$ cat src/rtl/mem_ab_loader_if.sv
// mem_ab_loader_if: row-beat input stream and the shared memA/memB write/shift bus.
interface ab_stream_if #(parameter int BITS_AB = 8, parameter int DIM = 8);
  logic in_valid;
  logic in_ready;
  logic signed [BITS_AB-1:0] in_A [DIM];
  logic signed [BITS_AB-1:0] in_B [DIM];
  modport master (output in_valid, in_A, in_B, input in_ready);
  modport slave (input in_valid, in_A, in_B, output in_ready);
endinterface

interface ab_mem_if #(parameter int BITS_AB = 8, parameter int DIM = 8);
  logic WrEn;
  logic en;
  logic [$clog2(DIM)-1:0] Arow;
  logic signed [BITS_AB-1:0] Ain [DIM];
  logic signed [BITS_AB-1:0] Bin [DIM];
  modport master (output WrEn, Arow, Ain, Bin, en);
  modport slave (input WrEn, Arow, Ain, Bin, en);
endinterface

$ cat src/rtl/mem_ab_loader.sv
// mem_ab_loader: writes DIM A/B row beats into memA/memB, then drives en for the
// skew phase and pulses done.
module mem_ab_loader #(
  parameter int BITS_AB = 8,
  parameter int DIM = 8
) (
  input  logic clk,
  input  logic rst_n,
  input  logic start,
  ab_stream_if.slave s,
  ab_mem_if.master m,
  output logic busy,
  output logic done
);
  localparam int EN_CYCLES = DIM * 3 - 2;
  localparam int RW = $clog2(DIM);
  localparam int CW = $clog2(EN_CYCLES + 1);
  typedef enum logic [1:0] {IDLE, LOAD, RUN, DONE} state_t;
  state_t state, state_nx;
  logic [RW-1:0] row_cnt;
  logic [CW-1:0] run_cnt;
  logic accept, last_beat, run_end;
  always_ff @(posedge clk or negedge rst_n) begin
    if (!rst_n) state <= IDLE;
    else state <= state_nx;
  end
  always_comb begin
    accept = state == LOAD && s.in_valid;
    last_beat = accept && row_cnt == RW'(DIM - 1);
    run_end = state == RUN && run_cnt == CW'(EN_CYCLES);
    state_nx = (state == IDLE && start) ? LOAD :
               last_beat ? RUN :
               run_end ? DONE :
               state == DONE ? IDLE : state;
    s.in_ready = state == LOAD;
    busy = state == LOAD || state == RUN;
    done = state == DONE;
  end
  // en is asserted on every RUN edge until run_cnt reaches EN_CYCLES, so it
  // starts right after the final write cycle.
  always_ff @(posedge clk or negedge rst_n) begin
    if (!rst_n) begin
      row_cnt <= '0;
      run_cnt <= '0;
      m.WrEn <= 1'b0;
      m.en <= 1'b0;
      m.Arow <= '0;
      for (int i = 0; i < DIM; i++) begin
        m.Ain[i] <= '0;
        m.Bin[i] <= '0;
      end
    end else begin
      m.WrEn <= accept;
      m.en <= state == RUN && !run_end;
      row_cnt <= state == IDLE ? '0 : accept ? row_cnt + 1'b1 : row_cnt;
      run_cnt <= state == RUN ? run_cnt + CW'(!run_end) : '0;
      if (accept) begin
        m.Arow <= row_cnt;
        m.Ain <= s.in_A;
        m.Bin <= s.in_B;
      end
    end
  end
endmodule

$ cat src/flat_wrapper.sv
// flat-port wrapper written by rule: the top's interface ports become plain ports
module mem_ab_loader_flat 
#(
  parameter int BITS_AB = 8,
  parameter int DIM = 8
)
  (clk, rst_n, start, busy, done, s_in_valid, s_in_A, s_in_B, s_in_ready, m_WrEn, m_Arow, m_Ain, m_Bin, m_en);
  ab_stream_if #(.BITS_AB(BITS_AB), .DIM(DIM)) s_i ();
  ab_mem_if #(.BITS_AB(BITS_AB), .DIM(DIM)) m_i ();
  input  logic clk;
  input  logic rst_n;
  input  logic start;
  output logic busy;
  output logic done;
  input wire logic [$bits(s_i.in_valid)-1:0] s_in_valid;
  input wire logic [$bits(s_i.in_A)-1:0] s_in_A;
  input wire logic [$bits(s_i.in_B)-1:0] s_in_B;
  output wire logic [$bits(s_i.in_ready)-1:0] s_in_ready;
  output wire logic [$bits(m_i.WrEn)-1:0] m_WrEn;
  output wire logic [$bits(m_i.Arow)-1:0] m_Arow;
  output wire logic [$bits(m_i.Ain)-1:0] m_Ain;
  output wire logic [$bits(m_i.Bin)-1:0] m_Bin;
  output wire logic [$bits(m_i.en)-1:0] m_en;
  assign s_i.in_valid = s_in_valid;
  assign s_i.in_A = {>>{s_in_A}};
  assign s_i.in_B = {>>{s_in_B}};
  assign s_in_ready = s_i.in_ready;
  assign m_WrEn = m_i.WrEn;
  assign m_Arow = m_i.Arow;
  assign m_Ain = {>>{m_i.Ain}};
  assign m_Bin = {>>{m_i.Bin}};
  assign m_en = m_i.en;
  mem_ab_loader #(.BITS_AB(BITS_AB), .DIM(DIM)) u_core (.clk(clk), .rst_n(rst_n), .start(start), .s(s_i), .m(m_i), .busy(busy), .done(done));
endmodule
$ cat config.mk
export PLATFORM = sky130hd
export DESIGN_NAME = mem_ab_loader_flat
export DESIGN_NICKNAME = d
export VERILOG_FILES = /design/src/rtl/mem_ab_loader_if.sv /design/src/rtl/mem_ab_loader.sv /design/src/flat_wrapper.sv
export SDC_FILE = /design/constraint.sdc
export NUM_CORES = 1
export LEC_CHECK = 0
export BUFFER_PORTS_ARGS = -buffer_cell sky130_fd_sc_hd__buf_2
export CORE_UTILIZATION = 50
export DETAILED_ROUTE_END_ITERATION = 16
export PLACE_DENSITY = 0.83
export SETUP_SLACK_MARGIN = 0.02
export SLEW_MARGIN = 40
export SYNTH_ARGS = -nofsm -noshare
export SYNTH_HDL_FRONTEND = slang
export SYNTH_SLANG_ARGS = --single-unit
$ cat constraint.sdc
create_clock -name clk -period 3.8 [get_ports clk]
set_input_delay 0.38 -clock clk [delete_from_list [all_inputs] [get_ports clk]]
set_output_delay 0.38 -clock clk [all_outputs]
set_load 0.05 [all_outputs]
-- Word-level counts from Yosys, hierarchy flattened
Cells that the tools add are included.
- bits in registers: 143
- latch bits: 0
- bits in writable memories: 0
- ROM bits: 0
- input port bits: 132
- output and inout port bits: 136
- word-level logic and storage cells: 46
- memories kept: 0
- add/sub/neg operators: 2
- $mul: 0
- divide/modulo/power cells: 0
- order comparisons: 0
- eq/ne operators: 5
- shift-type cells: 0
- mux-type cells: 7
- bitwise gates (word level): 0
- reduce and logical (&&, ||, !) cells: 10
- operator list (cell ; number):
    2-bit two-way mux ; 4
    3-bit two-way mux ; 2
    5-bit by 1-bit adder with 5-bit output ; 1
    5-bit equality test (second input constant) ; 1
    1-bit logical AND ; 5
    5-bit two-way mux ; 1
    2-bit equality test (second input constant) ; 2
    4-bit nonzero test ; 1
    3-bit by 1-bit adder with 3-bit output (second input constant) ; 1
    3-bit equality test (second input constant) ; 1
    2-bit by 1-bit equality test with 1-bit output (second input constant) ; 1
    2-bit logical NOT ; 1
    2-bit nonzero test ; 1
    1-bit logical NOT ; 1
    1-bit logical OR ; 1

-- Depth between registers and ports, before layout
- word-level depth: 5
- mapped depth: 8
- mapped depth without buffers: 8

-- Least setup slack after synthesis
No wires, ideal clock.
- kind: reg-to-reg
- start point: reg u_core.state[1]
- end point: reg u_core.m.Ain[0]
- setup time: 118 ps
- arrival: 1608 ps
- required time: 3682 ps
- setup slack: 2074 ps
- stages on the path, launching flop included: 8
- buffers on the path: 2
- clock period less this slack: 1726 ps
- path through: dfrtp_1 > inv_1 > ha_1 > nand2_2 > buf_4 > buf_2 > nand2_1 > nand2_1
- word-level cells in the longest chain between the ends: 2
- RTL lines (item ; RTL line ; source):
    start, declared ; mem_ab_loader.sv:19 ; state_t state, state_nx;
    start signal, assigned ; mem_ab_loader.sv:25 ; else state <= state_nx;
    2-bit by 1-bit equality test with 1-bit output ; n/a ;
    net s_in_ready ; flat_wrapper.sv:18 ; output wire logic [$bits(s_i.in_ready)-1:0] s_in_ready;
    1-bit logical AND ; mem_ab_loader.sv:28 ; accept = state == LOAD && s.in_valid;
    end signal, assigned ; mem_ab_loader.sv:59 ; m.Ain <= s.in_A;
    end, declared ; mem_ab_loader_if.sv:17 ; modport master (output WrEn, Arow, Ain, Bin, en);
The timed path passes the listed nets, and every way through them passes these cells.
A chain may end at the register's enable or synchronous reset.

-- Worst setup path in the final report
- start point: reg u_core.state[1]
- end point: reg u_core.m.Bin[49]
- word-level cells in the longest chain between the ends: 2
- RTL lines (item ; RTL line ; source):
    2-bit by 1-bit equality test with 1-bit output ; mem_ab_loader.sv:28 ;
    1-bit logical AND ; mem_ab_loader.sv:28 ;
    end signal, assigned ; mem_ab_loader.sv:60 ; m.Bin <= s.in_B;
    end, declared ; mem_ab_loader_if.sv:17 ;
No other way between the ends.

==> metrics.txt <==
status=finished, final reports clean; wl on met1=approximately 5700 µm; metal3 WL=about 1100 µm; routability cong.=between 0.7 and 0.8; Multi-input gate area=1760 µm²; DIE WIDTH=~110 µm; vias per inst=around 4.8; Final Cell Area=7550 µm²; fin. max-slew vios=0; total congestion overflow=0; Total GRT Usage=26.2%; Iter 0 DRT Violations=roughly 300; fmax=approximately 450 MHz; hold crit path type=input port to register; CP endpoint kind=register; clock slew at reported path FFs=around 70 ps; peak supply drop=639 µV; Final Hold Fails=0; largest net degree at the start of global routing=99; setup violators final=0; Starting Density=between 50 and 60%; DRC violations left=0; setup TNS=0 ps; worst-path cell chain=inv_1, ha_1, nand2_4, inv_4, buf_4, nand2_1, nand2_1; layout cell share with drive strength beyond 1=between 30 and 40%; first-pass detailed-route iteration total=4; die area=11400 µm²; Core Util, Final=between 70% and 80%; core area=10500 µm²; slowest CP cell=inv_4; Cell Count, Final, Fillers Out=approximately 1000; DR top layer=met4; initial antenna violation count=0; global-route wire length before repair=~23000 µm; # fillers=between 800 and 900; RSZ-0062 raised after global routing=no; synthesized instance count=approximately 600; pwr/cell area=between 1000 and 1500 nW/µm²; slowest cell delay on critical path=around 570 ps; clk_skew=~9.1 ps; critical path peak fanout=61; Mapped Area=5510 µm²; hpwl dp=9880 µm; P&R area growth vs syn=36.9%; clock sink count=about 140; H-tree lvl count=4; Yosys cell types=23; cts hold-fix bufs=1; Cell Area, Placed=between 6000 and 7000 µm²; Min Hold Slack=61.9 ps; synthesized net count=747; Row Count=37; number of port buffers=267; routed wire length=14400 µm; Max Root-Sink Buffers=2; root buf cell=clkbuf_8; Leak=around 4.5 nW; nets@finish=between 1000 and 1500; average size of a mapped cell=9.10 µm²; wire per inst=14.1 µm; Crit Path Class=register to register; dpl cells=slightly below 1000; ant diodes=0; Post-CTS Setup Bufs=0; Seq. cell area=between 3000 and 4000 µm²; TritonCTS clock tree=built; metal2 WL=7220 µm; sequential area share after synthesis=about two thirds; post-CTS sizing=0; via count of the routed design=around 5000; Slew HR=about 53%; die height=between 100 and 150 µm; I/O pins=around 270; #FFs+latches synth=about 140; Post-DRT Antenna Nets=0; fin crit period=approximately 2200 ps; crit path DAT=roughly 2700 ps; crit share post-route=between 50 and 60%; max-cap viol count=0; Top delay family on crit path=buffers and inverters; Worst Path Required=approximately 4200 ps; worst skew pair latency=approximately 500 ps; vias in the first global route=between 4000 and 5000; Warnings, synthesis=0; Worst Path Buf+Inv=3; Startpoint Class=register; CTS buffer count=17; measured slew at the worst slew-check pin=712 ps; most frequent CP cell=nand2_1
==> report_power, final <==
group / leakage (nW) / total [mW] / switching (mW) / internal [mW]
combinational: 2.44 / 4.27 / 3.43 / 0.841
clock: 0.286 / 1.71 / 0.638 / 1.07
sequential: 1.77 / 2.56 / 0.369 / 2.19
==> layer usage <==
metal  vias up  GRT usage [%]
li1       2355              -
met1      2242           32.3
met2       239           44.6
met3        25           6.26
met4         0           10.2
met5         -              0
==> final cells by class <==
| cell class | instances | share of cell area (%) |
|---|---|---|
| Inverter | 5 | 0.282 |
| Tap cell | 136 | 2.25 |
| Timing Repair Buffer | 273 | 18.7 |
| Clock inverter | 12 | 2.42 |
| Clock buffer | 20 | 5.64 |
| Multi-Input combinational cell | 430 | 23.3 |
| Sequential cell | 143 | 47.4 |
==> state kept, by name (all words and copies together) (netlist names) <==
signal and flops:
u_core.m.Ain 64, u_core.m.Bin 64, u_core.run_cnt 5, u_core.m.Arow 3, u_core.row_cnt 3, u_core.state 2, u_core.m.WrEn 1, u_core.m.en 1
==> worst register-to-register path, delay by kind of cell, from the launching register on <==
| family | cells | cell delay [ps] |
|---|---|---|
| AND/OR/NAND/NOR | 3 | 470 |
| flip-flops | 1 | 410 |
| adder cells (fa/ha/maj) | 1 | 240 |
| buffers and inverters | 3 | 1050 |
==> cells by family (layout without fill, tap and decap cells) <==
logic type                 Yosys count  in the layout  synth area share (%)
xor gates and xnor gates             4              4                 0.636
AOI/OAI and AO/OA                    6              6                 0.635
adders and majority gates            9              9                  2.04
and+or+nand+nor                    411            411                  28.5
DFF                                143            143                  64.9
buffers and inverters               33            310                  3.27
==> metrics by stage <==
stage,total power [mW],setup WS (ps)
2_1_floorplan,5.80,2070
3_3_place_gp,6.78,1580
3_5_place_dp,6.85,1590
4_1_cts,8.60,1550
5_1_grt,8.98,1380
6_report,8.55,1570
==> cell usage in the layout (no fill, tap or decap), types with 2 or more instances in the layout <==
cell and count:
bufinv_16 4, a21oi_1 3, clkbuf_16 16, ha_1 9, clkinvlp_4 3, dfrtp_1 143, nand2_1 399, buf_4 3
nand3_1 2, inv_6 3, and2_1 4, nor2b_1 2, xnor2_1 3, buf_2 266, inv_1 4, clkbuf_1 3
==> cell usage after synthesis <==
master	count	area share, %
buf_1	2	0.14
nor2b_1	2	0.23
clkbuf_1	4	0.27
inv_1	4	0.27
and3_1	1	0.11
nand3_1	2	0.18
xor2_1	1	0.16
and4b_1	1	0.18
and2_1	4	0.45
buf_6	3	0.61
a21oi_1	3	0.27
o21ai_0	1	0.091
ha_1	9	2.0
buf_2	15	1.4
nand2_2	1	0.11
nand2_1	399	27
nor2_1	1	0.068
inv_2	1	0.068
a21boi_0	1	0.14
buf_4	4	0.54
a22oi_1	1	0.14
xnor2_1	3	0.48
dfrtp_1	143	65
==> final timing paths <==
kind,from,to,slack (ps),cells past startpoint
min in group asynchronous,rst_n,u_core.m.Bin[42],510,2
min reg2reg,u_core.m.Ain[32],u_core.m.Ain[32],470,2
max reg2reg,u_core.state[1],u_core.m.Bin[49],1570,7
max in group asynchronous,rst_n,u_core.m.Bin[33],2450,3
max,u_core.state[1],u_core.m.Bin[49],1570,7
min,s_in_A[62],u_core.m.Ain[62],60,3
No activity file was read; power rests on OpenSTA's default activity.
